**src/rtl/mux_pkg.sv**
```systemverilog
// Shared constants and helpers for the arbitrated multiplexer family.
package mux_pkg;

   localparam int unsigned WIDTH_DEF  = 32;
   localparam int unsigned NUM_IN_DEF = 2;

   // Ceiling log2, usable in parameter expressions; returns 0 for n <= 1.
   function automatic int unsigned clog2(input int unsigned n);
      int unsigned r;
      r = 0;
      while ((64'd1 << r) < 64'(n)) r++;
      return r;
   endfunction

endpackage

```
**src/rtl/rr_arbiter.sv**
```systemverilog
// Combinational arbiter: round-robin from ptr, or fixed lowest-index-wins.
module rr_arbiter
   import mux_pkg::*;
#(
   parameter  int unsigned NUM_IN = NUM_IN_DEF,
   localparam int unsigned SEL_W  = clog2(NUM_IN)
) (
   input  logic [NUM_IN-1:0] req,
   input  logic [SEL_W-1:0]  ptr,
   input  logic              fixed,
   output logic [NUM_IN-1:0] grant,
   output logic [SEL_W-1:0]  idx,
   output logic              any
);

   logic [NUM_IN-1:0] upper_mask;
   logic [NUM_IN-1:0] upper_req;
   logic [NUM_IN-1:0] pick;

   // Prefer requesters at or above the start point; otherwise wrap to the lowest one.
   always_comb begin
      int unsigned start;
      logic        found;
      start = fixed ? 32'd0 : 32'(ptr);
      if (start >= NUM_IN) start = 0;
      for (int unsigned i = 0; i < NUM_IN; i++) begin
         upper_mask[i] = (i >= start);
      end
      upper_req = req & upper_mask;
      pick      = (|upper_req) ? upper_req : req;
      grant     = '0;
      idx       = '0;
      found     = 1'b0;
      for (int unsigned i = 0; i < NUM_IN; i++) begin
         if (!found && pick[i]) begin
            found    = 1'b1;
            grant[i] = 1'b1;
            idx      = SEL_W'(i);
         end
      end
      any = found;
   end

endmodule

```
**src/rtl/mux_arb_nto1.sv**
```systemverilog
// N-to-1 arbitrated multiplexer with a one-entry registered output stage.
module mux_arb_nto1
   import mux_pkg::*;
#(
   parameter  int unsigned WIDTH  = WIDTH_DEF,
   parameter  int unsigned NUM_IN = NUM_IN_DEF,
   localparam int unsigned SEL_W  = clog2(NUM_IN)
) (
   input  logic                    Clk,
   input  logic                    Rst,
   input  logic [NUM_IN*WIDTH-1:0] in_data,
   input  logic [NUM_IN-1:0]       in_valid,
   output logic [NUM_IN-1:0]       in_ready,
   input  logic                    prio_fixed,
   output logic [WIDTH-1:0]        out_data,
   output logic [SEL_W-1:0]        out_sel,
   output logic                    out_valid,
   input  logic                    out_ready
);

   logic [SEL_W-1:0]  ptr;
   logic [NUM_IN-1:0] grant;
   logic [SEL_W-1:0]  gidx;
   logic              gany;
   logic              load_en;
   logic              take;
   logic [WIDTH-1:0]  next_word;
   logic [SEL_W-1:0]  next_ptr;

   rr_arbiter #(
      .NUM_IN (NUM_IN)
   ) u_arb (
      .req   (in_valid),
      .ptr   (ptr),
      .fixed (prio_fixed),
      .grant (grant),
      .idx   (gidx),
      .any   (gany)
   );

   // Register can accept when empty or being drained this cycle; nothing is taken in reset.
   assign load_en  = ~out_valid | out_ready;
   assign take     = gany & load_en & ~Rst;
   assign in_ready = (Rst || !load_en) ? '0 : grant;
   assign next_ptr = (gidx == SEL_W'(NUM_IN - 1)) ? '0 : gidx + SEL_W'(1);

   // Select the granted channel's word (grant is one-hot).
   always_comb begin
      next_word = '0;
      for (int unsigned i = 0; i < NUM_IN; i++) begin
         if (grant[i]) next_word = in_data[i*WIDTH +: WIDTH];
      end
   end

   // Output register and round-robin pointer.
   always_ff @(posedge Clk) begin
      if (Rst) begin
         out_valid <= 1'b0;
         out_data  <= '0;
         out_sel   <= '0;
         ptr       <= '0;
      end else begin
         if (take) begin
            out_valid <= 1'b1;
            out_data  <= next_word;
            out_sel   <= gidx;
            ptr       <= next_ptr;
         end else if (out_ready) begin
            out_valid <= 1'b0;
         end
      end
   end

endmodule

```
**config.mk**
```make
export PLATFORM = sky130hd
export DESIGN_NAME = mux_arb_nto1
export DESIGN_NICKNAME = d
export VERILOG_FILES = /design/src/rtl/mux_pkg.sv /design/src/rtl/rr_arbiter.sv /design/src/rtl/mux_arb_nto1.sv
export SDC_FILE = /design/constraint.sdc
export NUM_CORES = 1
export LEC_CHECK = 0
export ABC_AREA = 1
export CORE_AREA = 2 2 76 78
export CTS_CLUSTER_SIZE = 40
export DETAILED_ROUTE_END_ITERATION = 16
export DIE_AREA = 0 0 78 80
export PLACE_DENSITY_LB_ADDON = 0.12
export SETUP_SLACK_MARGIN = 0.05
export SLEW_MARGIN = 5
export SYNTH_ARGS = -nofsm -noshare
export SYNTH_HDL_FRONTEND = slang
export SYNTH_HIERARCHICAL = 1
export SYNTH_SLANG_ARGS = --single-unit
```
**constraint.sdc**
```tcl
create_clock -name Clk -period 1.2 [get_ports Clk]
set_input_delay 0.24 -clock Clk [delete_from_list [all_inputs] [get_ports Clk]]
set_output_delay 0.24 -clock Clk [all_outputs]
set_load 0.02 [all_outputs]
```
==> flow_metrics.tcl <==
set metrics [dict create \
    ios 106 \
    ff2ff_path_depth 9 \
    finalSetupViolations 35 \
    synth_most_common_cell "nand2_1" \
    finalSetupTns_ps -4000 \
    h-tree-depth 2 \
    placed_cell_area_um2 2950 \
    first_iter_violations 59 \
    drv_cap 0 \
    wl_per_cell_um 12.0 \
    skew_ps 4.55 \
    min_period_ps 1360 \
    track_usage 0.172 \
    violations "setup timing" \
    worst_slack_ps -161 \
    synth.largest_area_cell "dfxtp_1" \
    status "finished with violations" \
    die_area_um2 6240 \
    fmax_mhz 735 \
    antenna_found_initial 0 \
    grt_max_degree 36 \
    path_max_fanout 3 \
    fin_nets 466 \
    grt_pass1_vias 1961 \
    dp_hpwl_mm 3.54 \
    cp_data_required_time_ps 960 \
    grt_setup_unrepaired "yes" \
    core_um2 5410 \
    yosys_most_used_dff "dfxtp_1" \
    clock_sinks 35 \
    die_height_um 80 \
    start_util 0.322 \
    syn-num-nets 343 \
    synth-edff-count 0 \
    synth_seq_cells 35 \
    ir_worst_vdd_mv 0.436 \
    slew-limit-headroom 0.863 \
    clk_pin_slew_ps 70 \
    p_leak_nw 1.57 \
    finalHoldViolCount 0 \
    dr_total_vias 2098 \
    cts_buffers 5 \
    synthTopCellsByCount "102 x nand2_1, 65 x nor2_1, 35 x dfxtp_1, 26 x o21ai_0, 9 x inv_1" \
    yosys_warnings 6 \
    crit_path_end_kind "output port" \
    hold_slack_ps 384 \
    grt_first_pass_wirelength_mm 8.63 \
    worstHoldPathCells 3 \
    grt.overflow.total 0 \
    syn_to_final_growth_pct 93.4 \
    cts_tree "yes" \
    reg2reg_setup_slack_ps -160 \
    fin_crit_sh 1.13 \
    dieWidth_um 78 \
    synth_cell_types 21 \
    yosysSeqAreaShare 0.402 \
    synth_area_leaders "dfxtp_1 40%, nand2_1 22%, nor2_1 14%, o21ai_0 7.5%, buf_6 3.9%" \
    wl_mm 5.62 \
    n_antenna_cell 0 \
    power_mw 3.31 \
    port_buffers 105 \
    ctsLongestPathBuffers 2 \
    async_flop_share 0 \
    dr.pass1.iters 4 \
    synth_top_area_share 0.402 \
    startpoint_type "flip-flop" \
    critical_path_class "reg -> out" \
    remaining_drc_errors 0 \
    vias_per_cell 4.47 \
    place.gp.congestion 0.720 \
    root_buffer "clkbuf_8" \
    min_path_type "in -> reg" \
    slew_violations 0 \
    syn_avg_cell_area_um2 6.38 \
    place_inst 447 \
    ant_nets 0 \
    synth.cell_area_um2 1740 \
    cellPowerDensity_nw_per_um2 982 \
    fillers 521 \
    tightest_slew_ps 206 \
    final_layout_size_suffix_gt1_frac 0.335 \
    clock_latency_ps 280 \
    rows 27 \
    final-instance-count-excl-fill 469 \
    final_area_um2 3370 \
    synthCells 273 \
    arrival_ps 1120 \
]
==> layout by cell type (no fill, tap or decap), types with 5 or more instances in the layout <==
cell	instances
nand2_2	33
o21ai_0	26
buf_12	8
clkbuf_16	5
clkbuf_8	5
nand2_1	61
nand2_4	8
buf_4	13
inv_2	5
clkdlybuf4s50_1	64
buf_2	16
dfxtp_1	33
o21ai_1	5
nor2_1	61
dlygate4sd2_1	5
clkdlybuf4s15_2	16
==> layout make-up <==
cell class	count	area, um2	share of cell area
Clock buffer	5	68.8	0.0204
Clock inverter	3	15.0	0.00446
Sequential cell	35	703	0.209
Tap cell	72	90.1	0.0267
Inverter	11	46.3	0.0137
Timing Repair Buffer	133	1390	0.413
Multi-Input combinational cell	210	1050	0.312
==> state kept, by name, summed over array words and instances, names as in the netlist <==
signal / cells
out_data: 32
out_valid: 1
out_sel: 1
ptr: 1
==> critical path, stage by stage, from the launching register on <==
cell and delay [ps]:
dfxtp_2 350, nand2_2 60, a21oi_4 190, inv_4 50, nor2_4 70, buf_6 110
==> metal layers <==
metal	track usage	share of wire
met1	0.195	0.43
met2	0.306	0.48
met3	0.0611	0.075
met4	0.0474	0.0092
met5	0	0
==> cells by family after synthesis <==
family	Yosys count	synth area share
compound gates	37	0.112
simple gates	173	0.390
flops	35	0.402
buf+inv	28	0.0955
==> per-stage QoR <==
stage / utilization / worst slack (ps)
after floorplan: - / -78.0
after global placement: 0.545 / -761
after detailed placement: 0.545 / -775
after CTS: 0.585 / -171
after global routing: 0.623 / -240
final: 0.623 / -161
==> what timing repair did <==
| item | 4_1_cts | 5_1_grt |
|---|---|---|
| endpoints found under the hold margin | 0 | 0 |
| cloned | 0 | 5 |
| endpoints found under the setup margin | 70 | 54 |
| pin swaps | 3 | 57 |
| hold buffers | 0 | 0 |
| gates resized for setup | 133 | 74 |
| setup buffers | 6 | 5 |
==> power breakdown <==
part | total [mW] | internal, mW | leakage [nW] | switching, mW
clock | 0.814 | 0.397 | 0.0477 | 0.417
combinational | 1.17 | 0.608 | 1.23 | 0.559
sequential | 1.33 | 1.27 | 0.293 | 0.0512
total | 3.31 | 2.28 | 1.57 | 1.03
==> path summary, 6_finish.rpt <==
| path | startpoint | to |
|---|---|---|
| max | ptr | in_ready[1] |
| min | Rst | ptr |
| max reg2reg | ptr | out_data[23] |
| min reg2reg | out_data[11] | out_data[11] |
Power figures use the tool's default switching activity.
